`config.mk`:
```
export PLATFORM = sky130hd
export DESIGN_NAME = natalius_wb_master_flat
export DESIGN_NICKNAME = d
export VERILOG_FILES = /design/src/rtl/natalius_wb_pkg.sv /design/src/rtl/natalius_wb_master_if.sv /design/src/rtl/natalius_wb_timer.sv /design/src/rtl/natalius_wb_master.sv /design/src/flat_wrapper.sv
export SDC_FILE = /design/constraint.sdc
export NUM_CORES = 1
export LEC_CHECK = 0
export ABC_AREA = 1
export ABC_CLOCK_PERIOD_IN_PS = 3700
export CORE_ASPECT_RATIO = 1.2
export CORE_UTILIZATION = 50
export DETAILED_ROUTE_END_ITERATION = 10
export DONT_BUFFER_PORTS = 1
export PLACE_DENSITY = 0.73
export SETUP_SLACK_MARGIN = 0.02
export SYNTH_ARGS = -nofsm -noshare
export SYNTH_HDL_FRONTEND = slang
export SYNTH_SLANG_ARGS = --single-unit
export TNS_END_PERCENT = 5
```
`constraint.sdc`:
```
create_clock -name clk -period 3.7 [get_ports clk]
set_clock_uncertainty 0.15 [all_clocks]
set_input_delay 0.37 -clock clk [delete_from_list [all_inputs] [get_ports clk]]
set_output_delay 0.37 -clock clk [all_outputs]
set_load 0.02 [all_outputs]
```
`src/rtl/natalius_wb_pkg.sv`:
```
// Shared types and defaults for the natalius Wishbone initiator.
// Latency: n/a (types, constants and a width helper only).
// Backpressure: n/a.
package natalius_wb_pkg;

    typedef enum logic [1:0] {
        IDLE = 2'd0,
        BUS  = 2'd1,
        RESP = 2'd2
    } state_t;

    localparam int AW_DEF      = 32;
    localparam int DW_DEF      = 32;
    localparam int TIMEOUT_DEF = 255;

    // One byte-select bit per data byte.
    function automatic int sel_width(input int dw);
        return dw / 8;
    endfunction

endpackage

```
`src/rtl/natalius_wb_master_if.sv`:
```
// Command/response and Wishbone classic signal bundle for natalius_wb_master.
// Latency: n/a (wires only).
// Backpressure: cmd_valid/cmd_ready and rsp_valid/rsp_ready handshakes.
// Modports: master = initiator side (the design), slave = command source plus
// Wishbone target (loader, harness or testbench).
interface natalius_wb_master_if
    import natalius_wb_pkg::*;
#(
    parameter int AW = AW_DEF,
    parameter int DW = DW_DEF
);
    localparam int SW = sel_width(DW);

    logic          cmd_valid;
    logic          cmd_ready;
    logic          cmd_we;
    logic [SW-1:0] cmd_sel;
    logic [AW-1:0] cmd_addr;
    logic [DW-1:0] cmd_wdata;

    logic          rsp_valid;
    logic          rsp_ready;
    logic [DW-1:0] rsp_rdata;
    logic          rsp_err;

    logic          wbm_cyc_o;
    logic          wbm_stb_o;
    logic          wbm_we_o;
    logic [SW-1:0] wbm_sel_o;
    logic [AW-1:0] wbm_adr_o;
    logic [DW-1:0] wbm_dat_o;
    logic [DW-1:0] wbm_dat_i;
    logic          wbm_ack_i;
    logic          wbm_err_i;

    modport master (
        input  cmd_valid, cmd_we, cmd_sel, cmd_addr, cmd_wdata,
        output cmd_ready,
        output rsp_valid, rsp_rdata, rsp_err,
        input  rsp_ready,
        output wbm_cyc_o, wbm_stb_o, wbm_we_o, wbm_sel_o, wbm_adr_o, wbm_dat_o,
        input  wbm_dat_i, wbm_ack_i, wbm_err_i
    );

    modport slave (
        output cmd_valid, cmd_we, cmd_sel, cmd_addr, cmd_wdata,
        input  cmd_ready,
        input  rsp_valid, rsp_rdata, rsp_err,
        output rsp_ready,
        input  wbm_cyc_o, wbm_stb_o, wbm_we_o, wbm_sel_o, wbm_adr_o, wbm_dat_o,
        output wbm_dat_i, wbm_ack_i, wbm_err_i
    );

endinterface

```
`src/rtl/natalius_wb_timer.sv`:
```
// Acknowledge-wait counter: clear/enable up-counter with terminal count at MAX-1.
// Latency: tc is combinational from the count register; count updates 1 cycle after en.
// Backpressure: none; the owner stops asserting en once tc is acted on.
// Ports: clk, rst (async active-high), clr, en, tc.
module natalius_wb_timer #(
    parameter int MAX = 255
) (
    input  logic clk,
    input  logic rst,
    input  logic clr,
    input  logic en,
    output logic tc
);
    localparam int TW = $clog2(MAX + 1);

    logic [TW-1:0] count;

    always_ff @(posedge clk or posedge rst) begin
        if (rst) begin
            count <= '0;
        end else if (clr) begin
            count <= '0;
        end else if (en) begin
            count <= count + TW'(1);
        end
    end

    // Fires on the MAX-th cycle of waiting, so the bus is held exactly MAX cycles.
    assign tc = (count == TW'(MAX - 1));

endmodule

```
`src/rtl/natalius_wb_master.sv`:
```
// Wishbone classic single-transfer initiator driven by a command/response port.
// Latency: 2 cycles command-to-response minimum; one cyc=0 cycle between transfers.
// Backpressure: cmd_ready only in IDLE; response held until rsp_ready.
// Ports: clk, rst (async active-high), bus (natalius_wb_master_if.master).
// Build option: NATALIUS_WB_TIMEOUT_EN adds ack-wait timeout after TIMEOUT cycles.
module natalius_wb_master
    import natalius_wb_pkg::*;
#(
    parameter int AW      = AW_DEF,
    parameter int DW      = DW_DEF,
    parameter int TIMEOUT = TIMEOUT_DEF
) (
    input  logic                 clk,
    input  logic                 rst,
    natalius_wb_master_if.master bus
);
    localparam int SW = sel_width(DW);

    if (TIMEOUT < 1 || TIMEOUT > 65535) begin : g_bad_timeout
        $error("natalius_wb_master: TIMEOUT must be within 1..65535");
    end

    state_t        state, state_nxt;
    logic          accept, term, term_err, rsp_done;
    logic [DW-1:0] term_dat;

    logic          cyc_q, we_q, rsp_vld_q, rsp_err_q;
    logic [SW-1:0] sel_q;
    logic [AW-1:0] adr_q;
    logic [DW-1:0] dat_q, rsp_dat_q;

`ifdef NATALIUS_WB_TIMEOUT_EN
    logic timer_tc;

    natalius_wb_timer #(.MAX(TIMEOUT)) u_timer (
        .clk (clk),
        .rst (rst),
        .clr (accept),
        .en  ((state == BUS) && !term),
        .tc  (timer_tc)
    );
`endif

    always_ff @(posedge clk or posedge rst) begin
        if (rst) begin
            state <= IDLE;
        end else begin
            state <= state_nxt;
        end
    end

    always_comb begin
        state_nxt = state;
        accept    = 1'b0;
        term      = 1'b0;
        term_err  = 1'b0;
        term_dat  = '0;
        rsp_done  = 1'b0;
        case (state)
            IDLE: begin
                if (bus.cmd_valid) begin
                    accept    = 1'b1;
                    state_nxt = BUS;
                end
            end
            BUS: begin
                // err wins over a simultaneous ack
                if (bus.wbm_err_i) begin
                    term     = 1'b1;
                    term_err = 1'b1;
                end else if (bus.wbm_ack_i) begin
                    term     = 1'b1;
                    term_dat = we_q ? '0 : bus.wbm_dat_i;
`ifdef NATALIUS_WB_TIMEOUT_EN
                end else if (timer_tc) begin
                    term     = 1'b1;
                    term_err = 1'b1;
`endif
                end
                if (term) begin
                    state_nxt = RESP;
                end
            end
            RESP: begin
                if (bus.rsp_ready) begin
                    rsp_done  = 1'b1;
                    state_nxt = IDLE;
                end
            end
            default: state_nxt = IDLE;
        endcase
    end

    // All bus and response outputs are registered; the async reset drops
    // cyc/stb and any pending response immediately.
    always_ff @(posedge clk or posedge rst) begin
        if (rst) begin
            cyc_q     <= 1'b0;
            we_q      <= 1'b0;
            sel_q     <= '0;
            adr_q     <= '0;
            dat_q     <= '0;
            rsp_vld_q <= 1'b0;
            rsp_dat_q <= '0;
            rsp_err_q <= 1'b0;
        end else begin
            cyc_q     <= (state_nxt == BUS);
            rsp_vld_q <= (state_nxt == RESP);
            if (accept) begin
                we_q  <= bus.cmd_we;
                sel_q <= bus.cmd_sel;
                adr_q <= bus.cmd_addr;
                dat_q <= bus.cmd_wdata;
            end
            if (term) begin
                rsp_dat_q <= term_dat;
                rsp_err_q <= term_err;
            end else if (rsp_done) begin
                rsp_dat_q <= '0;
                rsp_err_q <= 1'b0;
            end
        end
    end

    assign bus.cmd_ready = (state == IDLE);
    assign bus.rsp_valid = rsp_vld_q;
    assign bus.rsp_rdata = rsp_dat_q;
    assign bus.rsp_err   = rsp_err_q;
    assign bus.wbm_cyc_o = cyc_q;
    assign bus.wbm_stb_o = cyc_q;
    assign bus.wbm_we_o  = we_q;
    assign bus.wbm_sel_o = sel_q;
    assign bus.wbm_adr_o = adr_q;
    assign bus.wbm_dat_o = dat_q;

endmodule

```
`src/flat_wrapper.sv`:
```
// flat-port wrapper written by rule: the top's interface ports become plain ports
module natalius_wb_master_flat import natalius_wb_pkg::*;
#(
    parameter int AW      = AW_DEF,
    parameter int DW      = DW_DEF,
    parameter int TIMEOUT = TIMEOUT_DEF
)
  (clk, rst, bus_cmd_valid, bus_cmd_we, bus_cmd_sel, bus_cmd_addr, bus_cmd_wdata, bus_cmd_ready, bus_rsp_valid, bus_rsp_rdata, bus_rsp_err, bus_rsp_ready, bus_wbm_cyc_o, bus_wbm_stb_o, bus_wbm_we_o, bus_wbm_sel_o, bus_wbm_adr_o, bus_wbm_dat_o, bus_wbm_dat_i, bus_wbm_ack_i, bus_wbm_err_i);
  natalius_wb_master_if #(.AW(AW), .DW(DW)) bus_i ();
  input  logic clk;
  input  logic rst;
  input wire logic [$bits(bus_i.cmd_valid)-1:0] bus_cmd_valid;
  input wire logic [$bits(bus_i.cmd_we)-1:0] bus_cmd_we;
  input wire logic [$bits(bus_i.cmd_sel)-1:0] bus_cmd_sel;
  input wire logic [$bits(bus_i.cmd_addr)-1:0] bus_cmd_addr;
  input wire logic [$bits(bus_i.cmd_wdata)-1:0] bus_cmd_wdata;
  output wire logic [$bits(bus_i.cmd_ready)-1:0] bus_cmd_ready;
  output wire logic [$bits(bus_i.rsp_valid)-1:0] bus_rsp_valid;
  output wire logic [$bits(bus_i.rsp_rdata)-1:0] bus_rsp_rdata;
  output wire logic [$bits(bus_i.rsp_err)-1:0] bus_rsp_err;
  input wire logic [$bits(bus_i.rsp_ready)-1:0] bus_rsp_ready;
  output wire logic [$bits(bus_i.wbm_cyc_o)-1:0] bus_wbm_cyc_o;
  output wire logic [$bits(bus_i.wbm_stb_o)-1:0] bus_wbm_stb_o;
  output wire logic [$bits(bus_i.wbm_we_o)-1:0] bus_wbm_we_o;
  output wire logic [$bits(bus_i.wbm_sel_o)-1:0] bus_wbm_sel_o;
  output wire logic [$bits(bus_i.wbm_adr_o)-1:0] bus_wbm_adr_o;
  output wire logic [$bits(bus_i.wbm_dat_o)-1:0] bus_wbm_dat_o;
  input wire logic [$bits(bus_i.wbm_dat_i)-1:0] bus_wbm_dat_i;
  input wire logic [$bits(bus_i.wbm_ack_i)-1:0] bus_wbm_ack_i;
  input wire logic [$bits(bus_i.wbm_err_i)-1:0] bus_wbm_err_i;
  assign bus_i.cmd_valid = bus_cmd_valid;
  assign bus_i.cmd_we = bus_cmd_we;
  assign bus_i.cmd_sel = bus_cmd_sel;
  assign bus_i.cmd_addr = bus_cmd_addr;
  assign bus_i.cmd_wdata = bus_cmd_wdata;
  assign bus_cmd_ready = bus_i.cmd_ready;
  assign bus_rsp_valid = bus_i.rsp_valid;
  assign bus_rsp_rdata = bus_i.rsp_rdata;
  assign bus_rsp_err = bus_i.rsp_err;
  assign bus_i.rsp_ready = bus_rsp_ready;
  assign bus_wbm_cyc_o = bus_i.wbm_cyc_o;
  assign bus_wbm_stb_o = bus_i.wbm_stb_o;
  assign bus_wbm_we_o = bus_i.wbm_we_o;
  assign bus_wbm_sel_o = bus_i.wbm_sel_o;
  assign bus_wbm_adr_o = bus_i.wbm_adr_o;
  assign bus_wbm_dat_o = bus_i.wbm_dat_o;
  assign bus_i.wbm_dat_i = bus_wbm_dat_i;
  assign bus_i.wbm_ack_i = bus_wbm_ack_i;
  assign bus_i.wbm_err_i = bus_wbm_err_i;
  natalius_wb_master #(.AW(AW), .DW(DW), .TIMEOUT(TIMEOUT)) u_core (.clk(clk), .rst(rst), .bus(bus_i));
endmodule
```
== After elaboration in Yosys (flattened, before gate mapping) ==
Index checks and enable logic that the tools add are counted.

* Flip-flop bits (word level): 106
* Bits in latches: 0
* Memory bits (writable): 0
* ROM bits: 0
* Input bits: 107
* Output and inout bits: 106
* Logic and storage cells: 37
* Memories kept: 0

* $add $sub $neg: 0
* Multipliers: 0
* Divide/modulo/power cells: 0
* Magnitude comparators: 0
* Eq/ne operators: 4
* Shift operators: 0
* Mux-type cells: 22
* Bitwise gates (word level): 0
* Reduce and logical (&&, ||, !) cells: 2

{| class="wikitable"
|+ Operators with widths
! operator !! number
|-
| $mux 32 || 6
|-
| $mux 1 || 12
|-
| $mux 2 || 3
|-
| $pmux 2 s3 || 1
|-
| $eq 2x1->1 const B || 2
|-
| $eq 2x2->1 const B || 2
|-
| $logic_not 2->1 || 1
|-
| $reduce_bool 2->1 || 1
|}

== Logic depth before layout (Yosys ltp) ==
* Depth in word-level cells: 6
* Depth in mapped cells: 6
* Depth with buffers taken out: 5

== Least setup slack after synthesis ==
No wires, ideal clock.

* Path kind: flip-flop to output port
* From: reg u_core.state[0]
* To: out bus_cmd_ready
* Arrival time: 889 ps
* Data required time: 3180 ps
* Setup slack: 2291 ps
* Cell stages (with the launch flop): 3
* Path buffers: 1
* Path through: dfrtp_1 > nor2_2 > buf_2

* Word-level cells in the longest chain between the ends: 1

{| class="wikitable"
|+ RTL lines
! what !! line !! RTL
|-
| from (decl) || natalius_wb_master.sv:23 || <nowiki>state_t state, state_nxt;</nowiki>
|-
| from (signal assigned) || natalius_wb_master.sv:48 || <nowiki>state <= state_nxt;</nowiki>
|-
| $logic_not 2->1 || natalius_wb_master.sv:125 || <nowiki>assign bus.cmd_ready = (state == IDLE);</nowiki>
|-
| to (decl) || flat_wrapper.sv:17 || <nowiki>output wire logic [$bits(bus_i.cmd_ready)-1:0] bus_cmd_ready;</nowiki>
|}

Every way passes these cells.

== Worst setup path in the final report ==
* From: reg u_core.state[0]
* To: reg u_core.dat_q[30], in the netlist u_core.bus.wbm_dat_o[30]

* Word-level cells in the longest chain between the ends: 2

{| class="wikitable"
|+ RTL lines
! what !! line !! RTL
|-
| $logic_not 2->1 || n/a ||
|-
| net bus_cmd_ready || flat_wrapper.sv:17 ||
|-
| $mux 1 || natalius_wb_master.sv:59 || <nowiki>case (state)</nowiki>
|-
| to (signal assigned) || natalius_wb_master.sv:113 || <nowiki>dat_q <= bus.cmd_wdata;</nowiki>
|-
| to (decl) || natalius_wb_master.sv:30 || <nowiki>logic [DW-1:0] dat_q, rsp_dat_q;</nowiki>
|}

The timed path passes the listed nets, and every way through them passes these cells.
A chain may end at the register's enable or synchronous reset.

==> summary.txt <==
Synth
  • Synth Warn #: 0
  • Synth top area share: 59.6%
  • Avg Inst Size Synth: 8.39 µm²
  • Synth Flop Type: dfrtp_1
  • Sequential share of the synthesized area: 59.6%
  • Leading area contributor after synthesis: dfrtp_1
  • Top-count cell post-synth: nand2_1
  • EDFF count, synth: 0
  • Leading cell types by count after synthesis: nand2_1, dfrtp_1, nand3_1
  • #FFs+latches synth: 106
  • Ys async rst share: 100%
  • Synth Net Count: 637
  • Synth Instances: 530
  • Cell Area, Synth: 4450 µm²
  • Yosys cell types: 15
  • Dominant cells by area after synthesis: dfrtp_1, nand2_1, nand3_1

Timing
  • Slew headroom: 15.2%
  • Slew Limit Fails: 0
  • Final setup fails: 0
  • Worst slew pin tran: 1.27 ns
  • TNS Setup: 0 ns
  • RSZ-0062 raised after global routing: no
  • Max Freq: 0.428 GHz
  • Final hold violation count: 0
  • Final setup margin: 1.36 ns
  • Hold_ws: 0.0172 ns
  • Minimum clock period: 2.34 ns
  • Final Cycle Share: 63.2%

Worst setup path
  • FF-to-FF path depth: 5
  • Reg2Reg Setup Slack: 1.36 ns
  • Arr. time, crit path: 2.49 ns
  • Startpoint types: flop
  • Critical path endpoint: u_core.bus.wbm_dat_o[30]
  • CP startpoint: u_core.state[0]
  • CP Class: flop to flop
  • Worst r2r src: u_core.state[0]
  • Data required, critical path: 3.85 ns
  • Max FO, Critical Path: 70
  • Reg2reg end: u_core.bus.wbm_dat_o[30]
  • Worst setup EP type: flop

Floorplan
  • Num rows: 37
  • Die Ht: 105 µm
  • Initial Utilization: 51.7%
  • Chip Width: 88.1 µm
  • Num ports: 213
  • Core Area: 8610 µm²
  • Total die area: 9280 µm²

Clocking
  • CTS buffer count: 9
  • H-tree level count: 3
  • Worst-skew pair later-pin latency: 0.36 ns
  • Cts repair resizes: 0
  • CTS root buf: clkbuf_8
  • Setup Buffers After CTS: 0
  • Clock sinks: 106
  • CTS tree: built
  • Clk slew on worst S/H paths: 0.09 ns
  • Deepest clock path buffer count: 2

Global route
  • GRT overflow: 0
  • Vias in the first global route: 4120
  • Pin count of the biggest net entering global routing: 71
  • First-pass GRT wire length: 19700 µm
  • Global Route Usage Sum: 27.8%
  • Initial antenna violation count: 0

Route
  • DR WL/cell: 17.5 µm
  • Antenna Nets Post-Route: 0
  • DR pass1 iterations: 5
  • 1st-iter DRT viols: 250
  • Residual DRC: 0
  • WL final: 12900 µm
  • Number of vias in the routed layout: 4045
  • Drt via density: 5.46

Layout
  • Final net count: 726
  • Area grow syn2layout: 29.8%
  • Diodes inserted: 0
  • Final Non-Filler Cells: 741
  • Fill cell count: 673
  • Share of cells above drive strength 1: 3.85%

Placement
  • Inst Count DP: 615
  • Placement Setup Slack: 1.54 ns
  • PortBufs: 0
  • RD Place Congestion: 0.775
  • Post-detail-place hpwl: 6710 µm

Run
  • Maxcap violations: 0

Power and ir drop
  • Pleak: 0.00299 µW
  • Total power divided by cell area: 807 nW/µm²
  • Maximum VDD drop: 0.447 mV

Run status
  • Status: finished clean

Hold path
  • HP Class: primary input to flop
==> placed cells by master (no fill, tap or decap) <==
cell | synthesis | final
buf_12 | 0 | 1
buf_4 | 7 | 2
bufinv_16 | 0 | 2
clkbuf_1 | 7 | 1
clkbuf_8 | 0 | 10
clkinv_2 | 0 | 2
clkinvlp_4 | 0 | 1
dfrtp_1 | 106 | 106
dlygate4sd3_1 | 0 | 110
inv_1 | 37 | 36
inv_2 | 1 | 1
inv_4 | 0 | 1
nand2_1 | 207 | 207
nand2_2 | 2 | 2
nand3_1 | 103 | 103
nor2_1 | 33 | 33
nor2_4 | 1 | 2
o21ai_0 | 2 | 2
o31ai_1 | 2 | 2
==> worst max-delay path, stage by stage, from the launching register on <==
cell and delay [ns]:
dfrtp_1 0.46, nor2_4 0.15, buf_4 0.58, nand3_1 0.17, dlygate4sd3_1 0.63, nand2_1 0.10
==> registers in the layout, indices dropped and copies added (netlist names), 2 cells and up <==
name / cells
u_core.bus.rsp_rdata: 32
u_core.bus.wbm_adr_o: 32
u_core.bus.wbm_dat_o: 32
u_core.bus.wbm_sel_o: 4
u_core.state: 2
==> routing by layer <==
metal | vias to the layer above | share of wire (%) | GRT usage, %
li1 | 1816 | - | -
met3 | 40 | 11 | 9.24
met2 | 263 | 49 | 46.3
met1 | 1926 | 37 | 32.0
met5 | - | 0 | 0
met4 | 0 | 3.2 | 12.9
==> how the worst min path moves through the flow <==
stage | cells after the start | to | start | slack, ns
6_report | 2 | u_core.bus.wbm_dat_o[4] | bus_cmd_wdata[4] | 0.02
2_1_floorplan | 1 | u_core.bus.rsp_valid | bus_rsp_ready | 0.32
5_1_grt | 2 | u_core.bus.wbm_dat_o[19] | bus_cmd_valid | 0.0004
3_3_place_gp | 1 | u_core.bus.wbm_dat_o[9] | rst | 0.22
3_5_place_dp | 1 | u_core.bus.wbm_dat_o[8] | rst | 0.23
4_1_cts | 2 | u_core.bus.wbm_dat_o[0] | bus_cmd_valid | 0.0002
==> what timing repair did <==
action,CTS,global route
hold buffers,108,2
hold endpoints to repair,112,2
endpoints found under the setup margin,0,0
==> layout make-up <==
type / instances / area (µm²) / area share, %
Inverter: 38 / 145 / 2.51
Multi-Input combinational cell: 351 / 1480 / 25.6
Tap cell: 117 / 146 / 2.53
Timing Repair Buffer: 113 / 1140 / 19.7
Clock buffer: 11 / 141 / 2.45
Clock inverter: 5 / 77.6 / 1.34
Sequential cell: 106 / 2650 / 45.9
==> kinds of logic (layout without fill, tap and decap cells) <==
kind of cell	Yosys count	in the layout	synth area share [%]
buffers and inverters	73	167	7.31
AND/OR/NAND/NOR	347	347	32.5
flip-flops	106	106	59.6
AO/OA/AOI/OAI	4	4	0.562
==> where the power goes <==
group	internal [µW]	leakage [µW]	switching, µW	total [µW]
sequential	1650	0.00135	1050	2700
combinational	440	0.00153	744	1180
clock	398	0.000109	385	783
==> per-stage QoR <==
stage,cell area [µm²],utilization (%),total power (µW)
3_5_place_dp,4460,51.7,3640
6_report,5780,67.1,4660
3_3_place_gp,4460,51.7,3570
2_1_floorplan,4450,-,3380
5_1_grt,5780,67.1,4940
4_1_cts,5760,66.8,4590
(Power assumes the default switching activity.)
